<file path="src/rtl/scratch_arbiter.sv">
// scratch_arbiter: arbitrates the single-port scratch RAM between stage2
// stores (always win), stage1 reads and the host port. A saturating starve
// counter lets a waiting host outrank stage1 after STARVE_LIMIT denials.
// Optional feature macro: SCRATCH_ARB_BYPASS_EN (forward a same-address s2
// store directly to a colliding s1 read).
module scratch_arbiter #(
    parameter int DATA_WIDTH   = 32,
    parameter int ADDR_WIDTH   = 4,
    parameter int STARVE_LIMIT = 4
) (
    input  logic                  clk,
    input  logic                  rst,
    input  logic                  s2_wr_en,
    input  logic [ADDR_WIDTH-1:0] s2_wr_addr,
    input  logic [DATA_WIDTH-1:0] s2_wr_data,
    input  logic                  s1_rd_req,
    input  logic [ADDR_WIDTH-1:0] s1_rd_addr,
    output logic                  s1_rd_gnt,
    output logic                  s1_rd_vld,
    output logic [DATA_WIDTH-1:0] s1_rd_data,
    input  logic                  host_req,
    input  logic                  host_we,
    input  logic [ADDR_WIDTH-1:0] host_addr,
    input  logic [DATA_WIDTH-1:0] host_wdata,
    output logic                  host_gnt,
    output logic                  host_rd_vld,
    output logic [DATA_WIDTH-1:0] host_rdata,
    output logic                  mem_en,
    output logic                  mem_we,
    output logic [ADDR_WIDTH-1:0] mem_addr,
    output logic [DATA_WIDTH-1:0] mem_wdata,
    input  logic [DATA_WIDTH-1:0] mem_rdata
);

    typedef enum logic [1:0] {
        OWN_NONE = 2'd0,
        OWN_S1   = 2'd1,
        OWN_HOST = 2'd2
    } owner_t;

    localparam logic [7:0] LIMIT = 8'(STARVE_LIMIT);

    logic [7:0] r_starve_cnt;
    logic [7:0] w_starve_nxt;
    owner_t     r_owner;
    owner_t     w_owner_nxt;
    logic       w_host_urgent;
    logic       w_byp_hit;
    // Winners before reset gating; only the outputs see rst, the flops
    // are held by their asynchronous clear instead.
    logic       w_s1_win;
    logic       w_host_win;

`ifdef SCRATCH_ARB_BYPASS_EN
    logic                  r_byp_flag;
    logic [DATA_WIDTH-1:0] r_byp_data;
    assign w_byp_hit = s2_wr_en && s1_rd_req && (s2_wr_addr == s1_rd_addr);
`else
    assign w_byp_hit = 1'b0;
`endif

    assign w_host_urgent = host_req && (r_starve_cnt == LIMIT);

    // Fixed priority: s2 store, starved host, s1 read, host.
    always_comb begin
        w_s1_win   = 1'b0;
        w_host_win = 1'b0;
        if (s2_wr_en) begin
            w_s1_win = w_byp_hit;
        end else if (w_host_urgent) begin
            w_host_win = 1'b1;
        end else if (s1_rd_req) begin
            w_s1_win = 1'b1;
        end else if (host_req) begin
            w_host_win = 1'b1;
        end
    end

    assign s1_rd_gnt = rst && w_s1_win;
    assign host_gnt  = rst && w_host_win;

    // RAM port mux; a bypassed s1 read never touches the RAM, the store does.
    always_comb begin
        mem_en    = 1'b0;
        mem_we    = 1'b0;
        mem_addr  = '0;
        mem_wdata = '0;
        if (rst) begin
            if (s2_wr_en) begin
                mem_en    = 1'b1;
                mem_we    = 1'b1;
                mem_addr  = s2_wr_addr;
                mem_wdata = s2_wr_data;
            end else if (w_host_win) begin
                mem_en    = 1'b1;
                mem_we    = host_we;
                mem_addr  = host_addr;
                mem_wdata = host_wdata;
            end else if (w_s1_win) begin
                mem_en    = 1'b1;
                mem_addr  = s1_rd_addr;
            end
        end
    end

    // Next starve count and next read-return owner.
    always_comb begin
        w_starve_nxt = r_starve_cnt;
        w_owner_nxt  = OWN_NONE;
        if (w_host_win || !host_req) begin
            w_starve_nxt = 8'd0;
        end else if (r_starve_cnt != LIMIT) begin
            w_starve_nxt = r_starve_cnt + 8'd1;
        end
        if (w_s1_win) begin
            w_owner_nxt = OWN_S1;
        end else if (w_host_win && !host_we) begin
            w_owner_nxt = OWN_HOST;
        end
    end

    // Starve counter and return owner; reset drops any pending return.
    always_ff @(posedge clk or negedge rst) begin
        if (!rst) begin
            r_starve_cnt <= 8'd0;
            r_owner      <= OWN_NONE;
        end else begin
            r_starve_cnt <= w_starve_nxt;
            r_owner      <= w_owner_nxt;
        end
    end

    assign s1_rd_vld   = (r_owner == OWN_S1);
    assign host_rd_vld = (r_owner == OWN_HOST);
    assign host_rdata  = mem_rdata;

`ifdef SCRATCH_ARB_BYPASS_EN
    // Capture the colliding store data so s1 sees it next cycle.
    always_ff @(posedge clk or negedge rst) begin
        if (!rst) begin
            r_byp_flag <= 1'b0;
            r_byp_data <= '0;
        end else begin
            r_byp_flag <= w_byp_hit;
            if (w_byp_hit) begin
                r_byp_data <= s2_wr_data;
            end
        end
    end

    assign s1_rd_data = r_byp_flag ? r_byp_data : mem_rdata;
`else
    assign s1_rd_data = mem_rdata;
`endif

endmodule

</file>
<file path="config.mk">
export PLATFORM = sky130hd
export DESIGN_NAME = scratch_arbiter
export DESIGN_NICKNAME = d
export VERILOG_FILES = /design/src/rtl/scratch_arbiter.sv
export SDC_FILE = /design/constraint.sdc
export NUM_CORES = 1
export LEC_CHECK = 0
export ABC_AREA = 0
export CAP_MARGIN = 20
export CORE_ASPECT_RATIO = 0.7
export CORE_MARGIN = 2
export CORE_UTILIZATION = 24
export DETAILED_ROUTE_END_ITERATION = 6
export PLACE_DENSITY = 0.89
export SYNTH_ARGS = -nofsm -noshare
export SYNTH_HDL_FRONTEND = slang
export SYNTH_SLANG_ARGS = --single-unit
</file>
<file path="constraint.sdc">
create_clock -name clk -period 2.37 [get_ports clk]
set_input_delay 0.474 -clock clk [delete_from_list [all_inputs] [get_ports clk]]
set_output_delay 0.474 -clock clk [all_outputs]
set_load 0.01 [all_outputs]
</file>
Word-level counts from Yosys, hierarchy flattened

Cells that the tools add are included.

Add/sub/neg operators: 1
Multiplexer cells: 25
Equal/unequal tests: 4
Reduce and logical (&&, ||, !) cells: 8

Operator list:

| operator                                              | number |
|---|---|
| 2-to-1 mux 32 bit                                     | 3 |
| 2-to-1 mux 4 bit                                      | 4 |
| 2-to-1 mux 8 bit                                      | 2 |
| 2-to-1 mux 1 bit                                      | 14 |
| adder 8 x 1 -> 8 bit, second input constant           | 1 |
| == test 8 x 3 -> 1 bit, second input constant         | 1 |
| inequality test 8 x 3 -> 1 bit, second input constant | 1 |
| logical AND 1 bit                                     | 4 |
| 2-to-1 mux 2 bit                                      | 2 |
| == test 2 x 1 -> 1 bit, second input constant         | 1 |
| == test 2 bit, second input constant                  | 1 |
| zero test 1 bit                                       | 2 |
| nonzero test 2 bit                                    | 1 |
| logical OR 1 bit                                      | 1 |

Logic and storage cells: 40
Bits in registers: 10

Longest topological paths before layout

Gate-level depths: netlist of run 1.

Depth in word-level cells: 8
Depth in mapped cells: 8

Worst setup path after synthesis of run 1

Ideal clock, no wire load.

Path kind: register -> output
Start point: reg r_starve_cnt[0]
End point: out mem_wdata[16]
Setup slack: 0.297 ns
Stages on the path, launching flop included: 9
Data arrival time: 1.599 ns
Path through: dfrtp_1 inv_1 ha_1 nor4b_4 a22o_4 and3_4 buf_6 buf_6 a22o_1

Cells in the longest elaborated chain, start to end: 7

RTL lines:

| element                | RTL line | RTL |
|---|---|---|
| from (decl)            | 43       | `logic [7:0] r_starve_cnt;` |
| from (signal assigned) | 128      | `r_starve_cnt <= w_starve_nxt;` |
| == test 8 x 3 -> 1 bit | 62       | `assign w_host_urgent = host_req && (r_starve_cnt == LIMIT);` |
| logical AND 1 bit      | 62       |  |
| 2-to-1 mux 1 bit       | 70       | `end else if (w_host_urgent) begin` |
| 2-to-1 mux 1 bit       | 68       | `if (s2_wr_en) begin` |
| 2-to-1 mux 32 bit      | 94       | `end else if (w_host_win) begin` |
| 2-to-1 mux 32 bit      | 89       | `if (s2_wr_en) begin` |
| 2-to-1 mux 32 bit      | 88       | `if (rst) begin` |
| to (decl)              | 31       | `output logic [DATA_WIDTH-1:0] mem_wdata,` |

No other way between the ends.

Worst setup path in the final report of run 1

Start point: reg r_starve_cnt[1]
End point: out mem_wdata[31]

Same word-level chain as after synthesis.

==> results of run 1 <==
[what timing repair did]
| item | 4_1_cts | 5_1_grt |
|---|---|---|
| cloned | 3 | 0 |
| pin swaps | 11 | 8 |
| endpoints found under the setup margin | 40 | 40 |
| gates resized for setup | 164 | 12 |
| setup buffers | 9 | 1 |
[per-stage QoR]
| step | instance area [sq um] | hold slack (ns) | setup WS [ns] | instances | setup TNS [ns] |
|---|---|---|---|---|---|
| floorplan | 1530 | 0.178 | 0.297 | 187 | 0 |
| global placement | 2480 | 0.635 | -0.501 | 333 | -16.72 |
| detailed placement | 2480 | 0.641 | -0.522 | 333 | -18.26 |
| CTS | 2510 | 0.638 | -0.122 | 348 | -2.97 |
| global route | 2520 | 0.636 | -0.211 | 346 | -5.47 |
| finish | 2520 | 0.647 | -0.0972 | 346 | -1.75 |
[registers in the layout, summed over array words and instances, names as in the netlist]
register	cells
r_starve_cnt	8
r_owner	2
[kinds of logic after synthesis]
family	Yosys count	synth area share
AOI/OAI and AO/OA	56	0.283
xor gates and xnor gates	5	0.0287
adders and majority gates	2	0.0164
buffers and inverters	79	0.372
DFF	10	0.164
and+or+nand+nor	35	0.136
[power by group]
part           switching, uW  internal [uW]  leakage, uW
Clock                   70.2            112    0.0000216
Combinational            130            225      0.00101
Sequential              2.29            176     0.000137
[synthesized netlist by cell type, drive strengths merged (2+ instances only)]
cell type   n  area share
and3        4       0.020
and2        2      0.0082
nor3b       3       0.015
xor2        4       0.023
nor2b       2      0.0082
a22o       33        0.19
o21ai       8       0.026
ha          2       0.016
nor2        8       0.020
nand2       8       0.020
inv         4      0.0098
dfrtp      10        0.16
a21oi       6       0.020
buf        70        0.35
nand3       5       0.016
clkbuf      5       0.012
a31oi       4       0.016
[routing by layer]
layer | share of wire | track usage
met5 | 0 | 0
met4 | 0.0067 | 0.0381
met3 | 0.098 | 0.0445
met2 | 0.49 | 0.280
met1 | 0.41 | 0.191
[final cells by class]
cell class	instances	share of cell area
well taps	78	0.0387
flip-flops and latches	10	0.0993
multi-input cells	98	0.298
inverters	4	0.00596
clock buffers	3	0.0164
repair buffers	153	0.541
[path summary, 6_finish.rpt]
check	from	end	slack [ns]
setup / recovery	r_starve_cnt[1]	mem_wdata[31]	-0.1
hold / removal	rst	r_starve_cnt[6]	0.65
setup reg to reg	r_starve_cnt[1]	r_starve_cnt[0]	0.63
hold reg to reg	r_starve_cnt[5]	r_starve_cnt[5]	0.67
max in group asynchronous	rst	r_starve_cnt[2]	1.59
min in group clk	r_starve_cnt[5]	r_starve_cnt[5]	0.67
==> results.toml, run 1 <==
[cells_and_area]
synthToLayoutAreaGrowth_pct = 64.9
nets = 386
layout_common_cells = "82 x clkdlybuf4s50_1, 36 x buf_2, 32 x a22o_1"
seqCellArea_sq_um = 250
final_common_cell = "clkdlybuf4s50_1"
fillers = 652
multiInputGateArea_sq_um = 752
final_util = 0.407
drive_gt1_frac = 0.313
num_antenna_cells = 0

[worst_setup_path]
crit_arrival_ns = 1.99
cp_max_fo = 7
worstPathRequired_ns = 1.90
crit_buf_inv = 4
cp_slowest_stage_delay_ns = 0.37
slowest_stage = "dfrtp_1"
crit_chain = "inv_1 -> ha_2 -> nor4b_4 -> a22o_4 -> and3_4 -> buf_12 -> buf_16 -> a22o_1 -> buf_2"
critical_path_depth = 9
path_class = "flip-flop to primary output"
end_kind = "primary output"
r2r_cells = 7
cp_top_family = "simple AND/OR/NAND/NOR gates"
cp-start-kind = "flip-flop"

[global_route]
antenna_found_initial = 0
grt_pass1_wl_mm = 8.79
overflow = 0
grt_pass1_vias = 1668
grt_max_degree = 34
grtUsageTotal = 0.158

[logic_synthesis]
synth-seq-area-share = 0.164
synth_edf_count = 0
synth_cell_types = 31
ys_ff_latch = 10
syn_area_sq_um = 1530
syn_avg_cell_area_sq_um = 8.17
ys.flop_type = "dfrtp_1"
syn-num-nets = 303
netlist_instances = 187
async_reset_ff_frac = 1.00
ys.warnings.count = 0

[die]
dieArea_sq_um = 7030
die_width_microns = 99.4
die_y_microns = 70.8
rows = 24
pin_count = 220
fp.coreArea_sq_um = 6190
start_util = 0.247

[clock_tree]
clk_pin_slew_ns = 0.05
cts_num_sinks = 10
cts-buffers-inserted = 3
cts_tree = "yes"
clock_path_buffers = 2
htree_num_levels = 1
clk_latency_ns = 0.24
cts_root_buffer = "clkbuf_8"
holdBufCountCts = 0

[detailed_routing]
dr.first_iter.drc_count = 33
drt_wl_total_mm = 5.98
drc = 0
first_pass_iters = 4
vias = 1641
wire_per_inst_microns = 17.3
ant_nets = 0
vias_per_cell = 4.74

[min_path]
worst_hold_path_type = "input port to async pin"

[placed_design]
dp_hpwl_mm = 4.51
port_buffers = 123
place_congestion = 0.893

[sta]
min_period_over_period = 1.04
rsz0062_at_grt = "yes"
period_minus_slack_ns = 2.47
slew_headroom = 0.736
fin_ws_ns = -0.0972
slew_violations = 0
fmax_mhz = 405
worstMarginPinSlew_ns = 0.392
fin_skew_ns = 0.00236
hold_viol = 0
finalSetupViolations = 25

[run]
maxCapViolCount = 0

[power]
p_leak_uw = 0.00117
p_total_uw = 714
ir_worst_vdd_mv = 0.165
power.density_nw_per_um2 = 284

[run_status]
outcome = "finished with violations"
violations = "setup timing"
No activity file was read; power rests on OpenSTA's default activity.
==> inputs of run 2 (changes only) <==
--- a/config.mk
+++ b/config.mk
@@ -6,7 +6,6 @@
 export NUM_CORES = 1
 export LEC_CHECK = 0
 export ABC_AREA = 0
-export CAP_MARGIN = 20
 export CORE_ASPECT_RATIO = 0.7
 export CORE_MARGIN = 2
 export CORE_UTILIZATION = 24
@@ -15,3 +14,4 @@
 export SYNTH_ARGS = -nofsm -noshare
 export SYNTH_HDL_FRONTEND = slang
 export SYNTH_SLANG_ARGS = --single-unit
+export TNS_END_PERCENT = 10
==> results.toml, run 2 (synthesized netlist as in run 1, its figures left out) <==
[placed_design]
pre_cts_slack_ns = -0.522
dp.cells = 333
dp_hpwl_mm = 4.51
place_congestion = 0.893
port_buffers = 123

[power]
power.share.sequential = 0.248
p_leak_uw = 0.00118
p_int_uw = 516
ir_worst_vdd_mv = 0.168
switching_share = 0.280
p_clk_frac = 0.254
comb_power_share = 0.498
p_total_uw = 717
p_sw_uw = 201
power.density_nw_per_um2 = 284

[cells_and_area]
layout_common_cells = "82 x clkdlybuf4s50_1, 35 x buf_2, 32 x a22o_1"
num_antenna_cells = 0
final_cells = 348
fillers = 644
synthToLayoutAreaGrowth_pct = 65.5
drive_gt1_frac = 0.307
final_util = 0.409
final_common_cell = "clkdlybuf4s50_1"
top_register = "r_starve_cnt"
largest_reg_flops = 8
nets = 388
reg.largest.list = "r_starve_cnt x8, r_owner x2"

[die]
die_y_microns = 70.8
dieArea_sq_um = 7030
pin_count = 220
rows = 24
die_width_microns = 99.4
fp.coreArea_sq_um = 6190
start_util = 0.247

[sta]
worstMarginPinSlew_ns = 0.392
hold_viol = 0
fmax_mhz = 406
fin_skew_ns = 0.000170
min_period_over_period = 1.04
timing.hold.ws_ns = 0.646
rsz0062_at_grt = "yes"
fin_ws_ns = -0.0954
finalSetupViolations = 32
period_minus_slack_ns = 2.47
slew_violations = 0
slew_headroom = 0.736

[run_status]
violations = "setup timing"
outcome = "finished with violations"

[worst_setup_path]
end_kind = "primary output"
timing.rr.end = "r_starve_cnt[7]"
worstPathRequired_ns = 1.90
r2r_cells = 8
cp-start-kind = "flip-flop"
crit_arrival_ns = 1.99
worst_r2r_startpoint = "r_starve_cnt[1]"
path_class = "flip-flop to primary output"
critPathLaunch = "r_starve_cnt[1]"
cp_max_fo = 7
r2r_slack_ns = 0.60

[global_route]
grt_max_degree = 34
grtUsageTotal = 0.158
overflow = 0
antenna_found_initial = 0
grt_pass1_vias = 1671
grt_pass1_wl_mm = 8.79

[detailed_routing]
dr.first_iter.drc_count = 36
drc = 0
drt_wl_total_mm = 5.88
first_pass_iters = 4
vias = 1651
wire_per_inst_microns = 16.9
vias_per_cell = 4.74
ant_nets = 0

[min_path]
worst_hold_path_type = "input port to async pin"

[clock_tree]
cts_root_buffer = "clkbuf_8"
clk_pin_slew_ns = 0.05
htree_num_levels = 1
cts-buffers-inserted = 3
cts_tree = "yes"
clk_latency_ns = 0.24
clock_path_buffers = 2
cts_num_sinks = 10

[run]
maxCapViolCount = 0
run 2: cell count changes in the layout (fill, tap and decap cells not counted), sizes merged:
cell / before / now
buf: 68 / 69
dlygate4sd2: 2 / 3
run 2: per-layer routing:
layer,wire [microns],track usage,part of all wire
met1,2330,0.191,0.40
met2,2860,0.280,0.49
met3,652,0.0445,0.11
met4,40,0.0381,0.0068
met5,0,0,0
run 2: how the worst max path moves through the flow:
stage                          to  slack, ns  cells past startpoint
global placement    mem_wdata[21]      -0.50                      7
floorplan           mem_wdata[16]       0.30                      8
finish              mem_wdata[31]       -0.1                      9
global route        mem_wdata[26]      -0.21                      9
CTS                 mem_wdata[14]      -0.12                      9
detailed placement  mem_wdata[14]      -0.52                      7
run 2: repair_timing:
| item | CTS | global route |
|---|---|---|
| gates cloned | 3 | 0 |
| hold buffers | 0 | 0 |
| buffers inserted | 9 | 0 |
| gates resized for setup | 159 | 6 |
| endpoints found under the setup margin | 40 | 40 |
| pin swaps | 7 | 4 |
run 2: power by group through the flow:
stage	combinational (uW)	sequential (uW)	clock (uW)
4_1_cts	356	178	180
3_3_place_gp	357	181	0
3_5_place_dp	363	181	0
6_report	357	178	182
2_1_floorplan	219	182	0
5_1_grt	382	178	198
run 2: final cells by class:
type                    count  area [sq um]  share of cell area
multi-input cells          98           733               0.290
repair buffers            155          1390               0.550
inverters                   4          15.0             0.00594
clock buffers               3          41.3              0.0163
flip-flops and latches     10           250              0.0990
well taps                  78          97.6              0.0386
run 2: metrics by stage:
stage	setup TNS, ns	cell area, sq um
after floorplan	0	1530
final	-2.25	2530
after detailed placement	-18.26	2480
after global placement	-16.72	2480
after CTS	-3.07	2510
after global routing	-6.39	2530
run 2: worst max-delay path, stage by stage (launching register included):
cell and delay (ns):
dfrtp_1 0.37, inv_1 0.06, ha_2 0.17, nor4b_4 0.26
a22o_4 0.17, and3_4 0.23, buf_12 0.13, buf_16 0.12
a22o_1 0.12, buf_2 0.13
